[src/rtl/shm_port_arbiter.sv]
// -----------------------------------------------------------------------------
// shm_port_arbiter
//
// Purpose:
//   Shares one port of a dual-port RAM between two requesters. Each requester
//   issues valid/ready read or write requests; a round-robin arbiter grants at
//   most one request per cycle. Read data comes back from the RAM one cycle
//   after the address edge. It is captured into a single response register and
//   returned to the requester that issued the read, through a backpressurable
//   valid/ready channel.
//
// Ports:
//   clk, rst_n            : clock, synchronous active-low reset
//   mX_req_valid/ready    : request handshake for requester X (0 or 1)
//   mX_req_we             : 1 = write, 0 = read
//   mX_req_addr/wdata     : word address and write data
//   mX_rsp_valid/ready    : read-response handshake for requester X
//   mX_rsp_rdata          : read data (both requesters see the same register)
//   ram_we/addr/wdata     : drive to the RAM port (all zero when nothing granted)
//   ram_rdata             : registered RAM read data, valid one cycle after addr
// -----------------------------------------------------------------------------
module shm_port_arbiter #(
    parameter int LOCAL_ADDR_WIDTH = 10,
    parameter int DATA_WIDTH       = 32
) (
    input  logic                        clk,
    input  logic                        rst_n,

    input  logic                        m0_req_valid,
    output logic                        m0_req_ready,
    input  logic                        m0_req_we,
    input  logic [LOCAL_ADDR_WIDTH-1:0] m0_req_addr,
    input  logic [DATA_WIDTH-1:0]       m0_req_wdata,
    output logic                        m0_rsp_valid,
    input  logic                        m0_rsp_ready,
    output logic [DATA_WIDTH-1:0]       m0_rsp_rdata,

    input  logic                        m1_req_valid,
    output logic                        m1_req_ready,
    input  logic                        m1_req_we,
    input  logic [LOCAL_ADDR_WIDTH-1:0] m1_req_addr,
    input  logic [DATA_WIDTH-1:0]       m1_req_wdata,
    output logic                        m1_rsp_valid,
    input  logic                        m1_rsp_ready,
    output logic [DATA_WIDTH-1:0]       m1_rsp_rdata,

    output logic                        ram_we,
    output logic [LOCAL_ADDR_WIDTH-1:0] ram_addr,
    output logic [DATA_WIDTH-1:0]       ram_wdata,
    input  logic [DATA_WIDTH-1:0]       ram_rdata
);

    // -------------------------------------------------------------------------
    // State
    // -------------------------------------------------------------------------
    logic                  rd_pend_q,   rd_pend_d;    // read address sampled last edge
    logic                  rd_owner_q,  rd_owner_d;   // requester of the pending read
    logic                  rsp_valid_q, rsp_valid_d;  // response register occupied
    logic                  rsp_owner_q, rsp_owner_d;  // requester the response belongs to
    logic [DATA_WIDTH-1:0] rsp_data_q,  rsp_data_d;   // buffered read data
    logic                  last_gnt_q,  last_gnt_d;   // round-robin pointer

    // -------------------------------------------------------------------------
    // Eligibility and grant
    // -------------------------------------------------------------------------
    logic rsp_fire;
    logic rd_ok;
    logic elig0;
    logic elig1;
    logic gnt0;
    logic gnt1;
    logic acc_rd;

    assign rsp_fire = rsp_valid_q && (rsp_owner_q ? m1_rsp_ready : m0_rsp_ready);

    // Only one read may be in flight or buffered at a time. A read may still be
    // accepted in the cycle the buffered response is consumed, since the new
    // data lands in the register two edges later.
    assign rd_ok = !rd_pend_q && (!rsp_valid_q || rsp_fire);

    assign elig0 = m0_req_valid && (m0_req_we || rd_ok);
    assign elig1 = m1_req_valid && (m1_req_we || rd_ok);

    always_comb begin
        gnt0 = 1'b0;
        gnt1 = 1'b0;
        // Grants are forced off while reset is held so nothing reaches the RAM.
        if (rst_n) begin
            if (elig0 && elig1) begin
                // Tie: the requester that did not win last time goes first.
                if (last_gnt_q) begin
                    gnt0 = 1'b1;
                end else begin
                    gnt1 = 1'b1;
                end
            end else begin
                gnt0 = elig0;
                gnt1 = elig1;
            end
        end
    end

    assign m0_req_ready = gnt0;
    assign m1_req_ready = gnt1;

    // Grant implies valid, so a grant is an accept.
    assign acc_rd = (gnt0 && !m0_req_we) || (gnt1 && !m1_req_we);

    // -------------------------------------------------------------------------
    // RAM drive: the granted request, or all zeros when idle
    // -------------------------------------------------------------------------
    always_comb begin
        ram_we    = 1'b0;
        ram_addr  = '0;
        ram_wdata = '0;
        if (gnt0) begin
            ram_we    = m0_req_we;
            ram_addr  = m0_req_addr;
            ram_wdata = m0_req_wdata;
        end else if (gnt1) begin
            ram_we    = m1_req_we;
            ram_addr  = m1_req_addr;
            ram_wdata = m1_req_wdata;
        end
    end

    // -------------------------------------------------------------------------
    // Next-state logic
    // -------------------------------------------------------------------------
    always_comb begin
        rd_pend_d   = acc_rd;
        rd_owner_d  = rd_owner_q;
        rsp_valid_d = rsp_valid_q;
        rsp_owner_d = rsp_owner_q;
        rsp_data_d  = rsp_data_q;
        last_gnt_d  = last_gnt_q;

        if (acc_rd) begin
            rd_owner_d = gnt1;
        end

        if (gnt0) begin
            last_gnt_d = 1'b0;
        end else if (gnt1) begin
            last_gnt_d = 1'b1;
        end

        if (rsp_fire) begin
            rsp_valid_d = 1'b0;
        end

        // ram_rdata holds the word addressed at the previous edge. Capturing it
        // here (the same edge a concurrent write lands) keeps it uncorrupted.
        if (rd_pend_q) begin
            rsp_valid_d = 1'b1;
            rsp_owner_d = rd_owner_q;
            rsp_data_d  = ram_rdata;
        end
    end

    // -------------------------------------------------------------------------
    // State registers
    // -------------------------------------------------------------------------
    always_ff @(posedge clk) begin
        if (!rst_n) begin
            rd_pend_q   <= 1'b0;
            rd_owner_q  <= 1'b0;
            rsp_valid_q <= 1'b0;
            rsp_owner_q <= 1'b0;
            rsp_data_q  <= '0;
            last_gnt_q  <= 1'b1;   // m0 wins the first tie after reset
        end else begin
            rd_pend_q   <= rd_pend_d;
            rd_owner_q  <= rd_owner_d;
            rsp_valid_q <= rsp_valid_d;
            rsp_owner_q <= rsp_owner_d;
            rsp_data_q  <= rsp_data_d;
            last_gnt_q  <= last_gnt_d;
        end
    end

    // -------------------------------------------------------------------------
    // Response outputs
    // -------------------------------------------------------------------------
    assign m0_rsp_valid = rsp_valid_q && !rsp_owner_q;
    assign m1_rsp_valid = rsp_valid_q &&  rsp_owner_q;
    assign m0_rsp_rdata = rsp_data_q;
    assign m1_rsp_rdata = rsp_data_q;

endmodule
[config.mk]
export PLATFORM = sky130hd
export DESIGN_NAME = shm_port_arbiter
export DESIGN_NICKNAME = d
export VERILOG_FILES = /design/src/rtl/shm_port_arbiter.sv
export SDC_FILE = /design/constraint.sdc
export NUM_CORES = 1
export LEC_CHECK = 0
export CAP_MARGIN = 20
export CORE_AREA = 2 2 92 94
export CTS_CLUSTER_DIAMETER = 50
export DETAILED_ROUTE_END_ITERATION = 10
export DIE_AREA = 0 0 94 96
export PLACE_DENSITY = 0.78
export SYNTH_ARGS = -nofsm -noshare
export SYNTH_HDL_FRONTEND = slang
export SYNTH_SLANG_ARGS = --single-unit
[constraint.sdc]
create_clock -name clk -period 3.3 [get_ports clk]
set_input_delay 0.66 -clock clk [delete_from_list [all_inputs] [get_ports clk]]
set_output_delay 0.66 -clock clk [all_outputs]
set_load 0.02 [all_outputs]
After elaboration in Yosys (flattened, before gate mapping)
Index checks and enable logic that the tools add are counted.

storage, ports and cells
  bits in registers = 37
  word-level logic and storage cells = 43
  output and inout bits = 111
  bits of input ports = 124

operators by class
  multiplexer cells = 17
  reduce and logical (&&, ||, !) cells = 20

operators with widths
  operator           count
  $mux 32            2
  $mux 10            2
  $mux 1             13
  $logic_and 1x1->1  9
  $logic_not 1->1    5
  $logic_or 1x1->1   4
  $reduce_bool 2->1  2

Longest topological paths before layout
Gate-level depths: netlist of the first run.

  depth after elaboration = 11
  mapped depth = 6
  depth with buffers taken out = 4

Worst setup path before layout of the first run
OpenSTA, ideal clock, no wires.

  kind = input to output
  start point = input port m0_rsp_ready
  end point = output port ram_wdata[10]
  stages = 5
  path slack = 0.671 ns
  data arrival time = 1.969 ns
  buffers on the path = 1
  required time = 2.640 ns
  path through = mux2_4 > or3_4 > a31oi_4 > buf_6 > a22o_1

on the way
  longest elaborated chain between the ends = 11
  elaborated cells between the ends (all ways) = 15
  classes of those cells = mux (7); reduce/logical (8)

ends and longest elaborated chain
  item                                  RTL line  RTL
  start, declared                       35        input logic m0_rsp_ready,
  $mux 1 (*)                            74        assign rsp_fire = rsp_valid_q && (rsp_owner_q ? m1_rsp_ready : m0_rsp_ready);
  $logic_and 1x1->1 (*)                 74
  $logic_or 1x1->1 (*)                  79        assign rd_ok = !rd_pend_q && (!rsp_valid_q || rsp_fire);
  $logic_and 1x1->1 (*)                 79
  $logic_or 1x1->1 (on tied branches)   81, 82
  $logic_and 1x1->1 (on tied branches)  81, 82
  $logic_and 1x1->1                     89        if (elig0 && elig1) begin
  $mux 1                                89
  $mux 1                                88        if (rst_n) begin
  $mux 32                               120       end else if (gnt1) begin
  $mux 32 (*)                           116       if (gnt0) begin
  end, declared                         49        output logic [DATA_WIDTH-1:0] ram_wdata,

Every way passes the cells marked *; elsewhere a longest branch is shown, timed or not.

Worst setup path after layout of the first run
  start point = input port m0_rsp_ready
  end point = output port ram_wdata[2]

Same word-level chain as after synthesis.

==> summary.txt, run 1 <==
Worst hold path
  – Hold Path Class: reg2reg
  – WHS Endpoint: m0_rsp_rdata[2]$_SDFFE_PN0P_
  – Hold path startpoint: m0_rsp_rdata[2]$_SDFFE_PN0P_
  – WHS Path Cells: 2

Worst setup path
  – Max incr delay on CP: 0.42 ns
  – CP required: between 2 and 3 ns
  – CP Data Arrival Time: between 2 and 3 ns
  – Crit. End Element: output pin
  – Worst R2R End: rd_owner_q$_SDFFE_PN0P_
  – R2R cell count: 4
  – R2R Setup Slk: between 1.5 and 2 ns
  – Setup CP Type: in2out
  – CP Launch Type: input pin
  – Peak fanout along the critical path: 16
  – Reg-to-Reg Start: rd_pend_q$_SDFF_PN0_
  – CP startpoint: m0_rsp_ready
  – CP max stage cell: clkdlybuf4s50_1
  – Worst-path cell chain: clkdlybuf4s50_1 > mux2_4 > or3_4 > a31oi_4 > buf_4 > clkbuf_16 > a22o_1 > buf_2

Run
  – MaxCap Viol Count: 0

Power and ir drop
  – Combinational Power Share: ~43%
  – Switching Share: between 30% and 40%
  – PwrDens: between 300 and 400 nW/um^2
  – Max IR drop VDD: around 0.00023 V
  – Design Power: around 1.4 mW
  – Leak pwr: between 1.5 and 2 nW
  – Clock share of power: approximately 22%
  – Psw: 0.464 mW
  – Share of power burned in registers: approximately 34%
  – Pint: 0.958 mW

Timing
  – Setup Skew: between 0.007 and 0.008 ns
  – WHS: about 0.52 ns
  – Post-route clock period utilization: about 100%
  – Post-layout min period: between 3 and 4 ns
  – Worst Tran Pin Value: around 0.53 ns
  – Setup TNS: 0 ns
  – RSZ-0062 raised after global routing: true
  – Final Hold Viols: 0
  – Slew Viols, Final: 0
  – Normalized max-slew margin: between 60% and 70%
  – Final setup viols: 0
  – Fmax: approximately 300 MHz

Floorplan
  – Site row count: 33
  – Core area: roughly 8100 sq um
  – DIE HEIGHT: approximately 96 um
  – Die width: roughly 94 um
  – Ports: 235
  – Initial Utilization: ~27%
  – Die area: between 9000 and 10000 sq um

Place
  – Hpwl dp: about 7100 um
  – Gpl congestion: ~0.82
  – Placed Cells: around 530
  – PortBufs: roughly 230

Yosys
  – Synth top cells by count: dfxtp_1 (37), nor2_1 (35), mux2i_1 (34)
  – EDFF count, synth: 0
  – Top cell type's share of synthesized area: 34.3%
  – Cell variety after synth: 34
  – Cell accounting for the most synthesized area: dfxtp_1
  – Synthesized area: 2160 sq um
  – Dominant synthesized flop cell: dfxtp_1
  – Sequential share of the synthesized area: around 34%
  – Synth warnings: 0
  – Synth Net Count: 353
  – Register bit total from synthesis: 37
  – Syn Area/Cell: 9.43 sq um
  – Post-synthesis cell count: approximately 230
  – Async S/R FF share, synth: 0%
  – Cell with the most instances after synthesis: dfxtp_1
  – Synth top area cells: dfxtp_1 (34%), mux2i_1 (16%), a22o_1 (13%), buf_4 (11%), nor2_1 (6.1%)

Cells and area
  – # fillers: slightly above 700
  – Ratio of cells with drive above 1 in the final layout: 19.5%
  – N_diodes: 0
  – Cell Count, Final, Fillers Out: between 500 and 600
  – Final core utilization: a little under three fifths
  – Area delta synth->final: 106%
  – Nets: approximately 560

Detailed routing
  – Remaining DRCs: 0
  – Antenna viol nets, final: 0
  – First-pass DRT Iterations: 4
  – Iteration-0 DRC Markers: about 100
  – Via count: 2545
  – Routed length per placed instance: 16.7 um
  – Routed WL: a little over 9000 um
  – Via density: 4.67

CTS
  – CTS Buffer Depth: 2
  – H-tree levels: 2
  – CTS Buf Count: 5
  – Hold_buf cts: 0
  – Reg clk slew, reported paths: 0.08 ns
  – Clk root buf: clkbuf_8
  – CTS tree: done
  – CTS sink cnt: 37
  – Clk_lat worst skew: just under 0.3 ns

Status
  – Outcome: complete, no violations

Global route
  – Initial antenna violation count: 0
  – Grt ovf: 0
  – Vias in the first global route: between 2000 and 3000
  – GR Util All Layers: between 15 and 20%
  – Most Crowded Layer GR: met2
  – Met1 global-route usage: around a fifth
  – Pin count of the biggest net entering global routing: 36
  – First-pass GRT wire length: approximately 13000 um
  – GR Util met3: between 5 and 6%
  – GRT met2 Usage: around 33%
## flip-flops by register name, summed over array words and instances, names as in the netlist
signal	count
rsp_valid_q	1
rsp_owner_q	1
m0_rsp_rdata	32
rd_owner_q	1
last_gnt_q	1
rd_pend_q	1
## per-stage QoR
step | setup WS, ns | area, sq um
after floorplan | 0.671 | 2160
after global placement | -0.327 | 4450
after detailed placement | -0.338 | 4450
after CTS | 0.000330 | 4550
after global routing | -0.0169 | 4440
final | 0.0477 | 4440
## logic make-up (layout without fill, tap and decap cells)
group                  count (synthesis)  count (layout)  synth area share (%)
AO/OA/AOI/OAI                         55              55                  22.4
buffers and inverters                 52             263                  16.2
flip-flops                            37              37                  34.3
multiplexers                          35              35                  16.5
AND/OR/NAND/NOR                       50              50                  10.6
## how the worst max path moves through the flow
| stage | end | cells after the start | slack, ns |
|---|---|---|---|
| floorplan | ram_wdata[10] | 5 | 0.67 |
| CTS | ram_wdata[20] | 7 | 0.0003 |
| finish | ram_wdata[2] | 8 | 0.05 |
| global placement | ram_wdata[25] | 7 | -0.33 |
| global route | ram_wdata[14] | 8 | -0.02 |
| detailed placement | ram_wdata[25] | 7 | -0.34 |
## power by group through the flow
stage	sequential (mW)	combinational [mW]	clock, mW
finish	0.489	0.615	0.318
detailed placement	0.500	0.639	0
floorplan	0.519	0.273	0
global route	0.493	0.651	0.346
global placement	0.498	0.635	0
CTS	0.490	0.623	0.331
## worst max-delay path, delay by kind of cell
| kind | cells | cell delay, ns |
|---|---|---|
| buf+inv | 4 | 0.89 |
| mux | 1 | 0.28 |
| compound gates | 2 | 0.34 |
| simple gates | 1 | 0.41 |
## cell type report
class                      instances  area (sq um)  area share, %
sequential                        37           742           16.7
clock buffer                       5          68.8           1.55
clock inverter                     3          21.3          0.479
timing repair buffer             250          2370           53.4
multi-input combinational        140          1090           24.5
tap                              105           131           2.96
inverter                           5          18.8          0.423
## metal layers
| layer | wire [um] | up-vias |
|---|---|---|
| li1 | - | 1208 |
| met1 | 3320 | 1177 |
| met2 | 4550 | 144 |
| met3 | 931 | 16 |
| met4 | 274 | 0 |
| met5 | 0 | - |
## what timing repair did
action,CTS,global route
pin swaps,0,0
cloned,0,1
endpoints found under the setup margin,43,42
buffers inserted,0,2
resized for setup,93,70
## cells in the final DEF, fill, tap and decap left out, types with 2 or more instances in the layout
| cell | Yosys | layout |
|---|---|---|
| clkdlybuf4s50_1 | 0 | 189 |
| dfxtp_1 | 37 | 36 |
| nor2_1 | 35 | 35 |
| mux2i_1 | 34 | 34 |
| a22o_1 | 33 | 33 |
| buf_2 | 4 | 17 |
| buf_4 | 32 | 17 |
| clkbuf_2 | 0 | 13 |
| a22o_2 | 9 | 9 |
| clkbuf_8 | 0 | 5 |
| inv_1 | 4 | 4 |
| clkdlybuf4s15_2 | 0 | 4 |
| buf_12 | 0 | 4 |
| nand2b_1 | 3 | 3 |
| a21oi_1 | 4 | 3 |
| nand2_1 | 2 | 2 |
| and2_1 | 2 | 2 |
| dlygate4sd2_1 | 0 | 2 |
(Power assumes the default switching activity.)
==> inputs of run 2 (changes only) <==
--- a/config.mk
+++ b/config.mk
@@ -5,9 +5,8 @@
 export SDC_FILE = /design/constraint.sdc
 export NUM_CORES = 1
 export LEC_CHECK = 0
-export CAP_MARGIN = 20
 export CORE_AREA = 2 2 92 94
-export CTS_CLUSTER_DIAMETER = 50
+export CTS_CLUSTER_DIAMETER = 150
 export DETAILED_ROUTE_END_ITERATION = 10
 export DIE_AREA = 0 0 94 96
 export PLACE_DENSITY = 0.78
==> results of run 2 <==
The final DEF is identical to that of run 1; final timing and power are the same.
==> inputs of run 3 (changes only) <==
--- a/config.mk
+++ b/config.mk
@@ -9,7 +9,8 @@
 export CTS_CLUSTER_DIAMETER = 150
 export DETAILED_ROUTE_END_ITERATION = 10
 export DIE_AREA = 0 0 94 96
-export PLACE_DENSITY = 0.78
+export DONT_BUFFER_PORTS = 1
+export SKIP_LAST_GASP = 1
 export SYNTH_ARGS = -nofsm -noshare
 export SYNTH_HDL_FRONTEND = slang
 export SYNTH_SLANG_ARGS = --single-unit
==> run 3 against run 2 <==
  * Worst hold slack worse by 0.073 ns
  * Die area stayed put
  * Sequential power is 11% higher
  * Critical path depth is 2 lower
  * Maximum frequency is 12% higher
  * Non-clock buffer count is 244 lower
  * Sequential share of layout area is 18 points higher
  * Via count is 37% lower
  * Count of clock-buffer cells in the layout stayed put
==> summary.txt, run 3 (same netlist as run 1, synthesis figures left out) <==
Place
  – Pre-CTS setup slack: around 0.56 ns
  – Dpl cell area: 2030 sq um
  – PortBufs: 0
  – Hpwl dp: around 5000 um
  – Gpl congestion: ~0.84

Cells and area
  – Area delta synth->final: -1.74%
  – Most frequent cells in the layout: dfxtp_1 (36), nor2_1 (35), mux2i_1 (34)
  – Fin area: between 2000 and 2500 sq um
  – Nets: around 320
  – Ratio of cells with drive above 1 in the final layout: approximately 16%
  – Most common cell after layout, fill and taps aside: dfxtp_1
  – Max FFs per register: 32
  – Final core utilization: between 20% and 30%

Power and ir drop
  – PwrDens: between 500 and 600 nW/um^2
  – Max IR drop VDD: between 0.0002 and 0.00025 V
  – Leak pwr: between 0.7 and 0.8 nW

Worst setup path
  – Worst R2R End: last_gnt_q$_SDFFE_PN1P_
  – Worst-path cell chain: mux2_4 > o21ai_0 > a21oi_4 > buf_4 > a22o_1 > buf_4
  – Cell repeated most along the worst path: buf_4
  – CP max stage cell: dfxtp_1
  – CP Data Arrival Time: 2.24 ns
  – Crit. End Element: output pin
  – Peak fanout along the critical path: 43
  – Reg-to-Reg Start: rsp_owner_q$_SDFFE_PN0P_
  – R2R cell count: 3
  – CP required: ~2.6 ns
  – CP Launch Type: register
  – Max incr delay on CP: between 0.4 and 0.5 ns
  – Setup CP Type: reg2out
  – R2R Setup Slk: about 1.8 ns

Floorplan
  – Site row count: 33
  – Ports: 235
  – Initial Utilization: approximately 27%
  – DIE HEIGHT: about 96 um
  – Die area: roughly 9000 sq um
  – Core area: ~8100 sq um
  – Die width: around 94 um

CTS
  – CTS sink cnt: 37
  – Clk_lat worst skew: around 0.28 ns
  – CTS Buf Count: 5
  – Hold_buf cts: 0
  – Clk root buf: clkbuf_8
  – CTS tree: done
  – H-tree levels: 2
  – CTS Buffer Depth: 2
  – Reg clk slew, reported paths: about 0.080 ns
  – Post_cts resized: 0
  – Setup Fix Bufs, Post-CTS: 0

Timing
  – Final setup viols: 0
  – Setup Skew: 0.00435 ns
  – Setup TNS: 0 ns
  – Worst setup margin: around 0.4 ns
  – RSZ-0062 raised after global routing: false
  – Slew Viols, Final: 0
  – Normalized max-slew margin: 63.0%
  – Worst Tran Pin Value: between 0.5 and 0.6 ns
  – Post-layout min period: 2.90 ns
  – Fmax: about 350 MHz
  – Final Hold Viols: 0
  – Post-route clock period utilization: between 80% and 90%

Global route
  – Initial antenna violation count: 1
  – Pin count of the biggest net entering global routing: 44
  – GR Util All Layers: a little under an eighth
  – Grt ovf: 0
  – Vias in the first global route: ~1500
  – First-pass GRT wire length: around 8000 um

Detailed routing
  – Routed length per placed instance: a little over 20 um
  – Via count: 1600
  – Remaining DRCs: 0
  – Via density: 5.30
  – First-pass DRT Iterations: 4
  – Routed WL: ~6100 um
  – Iteration-0 DRC Markers: 42
  – Antenna viol nets, final: 0

Status
  – Outcome: complete, no violations

Worst hold path
  – WHS Path Cells: 1
  – Hold path startpoint: rst_n
  – Hold Path Class: in2reg
  – WHS Endpoint: last_gnt_q$_SDFFE_PN1P_

Run
  – MaxCap Viol Count: 0
[run 3: cell types whose count changed in the layout (fill, tap and decap cells not counted), moves of 3 or more]
cell / change
clkdlybuf4s50_1: -189
clkdlybuf4s15_2: -4
buf_4: -12
buf_2: -17
buf_12: -3
clkbuf_2: -13
[run 3: where the power goes]
part           switching [mW]  total (mW)  internal, mW
sequential             0.0722       0.542         0.470
combinational           0.159       0.247        0.0875
clock                   0.167       0.317         0.150
[run 3: stage by stage]
step,hold slack [ns],power (mW),std cells
CTS,0.436,1.13,301
floorplan,0.465,0.793,229
detailed placement,0.494,0.802,293
global placement,0.487,0.799,293
finish,0.452,1.11,302
global route,0.433,1.17,302
[run 3: critical path: cells and delay by family (launching register included)]
kind	cells	cell delay, ns
AO/OA/AOI/OAI	3	0.72
buffers and inverters	2	0.44
flip-flops	1	0.44
multiplexers	1	0.34
[run 3: cell type report]
type                            count  area (sq um)
Fill cell                         869          5930
Timing Repair Buffer                6          57.6
Tap cell                          105           131
Inverter                            5          18.8
Multi-Input combinational cell    140          1080
Clock buffer                        5          68.8
Sequential cell                    37           742
Clock inverter                      3          21.3
Antenna cell                        1          2.50
[run 3: worst max-delay path by stage]
stage	from	to	slack [ns]	cells past startpoint
floorplan	m0_rsp_ready	ram_wdata[10]	0.67	5
global placement	m0_rsp_ready	ram_wdata[0]	0.57	5
detailed placement	m0_rsp_ready	ram_wdata[0]	0.56	5
CTS	rsp_owner_q$_SDFFE_PN0P_	ram_addr[9]	0.38	6
global route	rsp_owner_q$_SDFFE_PN0P_	ram_addr[9]	0.27	6
finish	rsp_owner_q$_SDFFE_PN0P_	ram_addr[9]	0.40	6
[run 3: routing by layer]
metal / global-route usage [%] / vias to the layer above / routed length (um)
met1: 12.3 / 748 / 2160
met4: 4.23 / 0 / 24
met2: 21.4 / 128 / 3230
met5: 0 / - / 0
li1: - / 722 / -
met3: 5.01 / 2 / 664
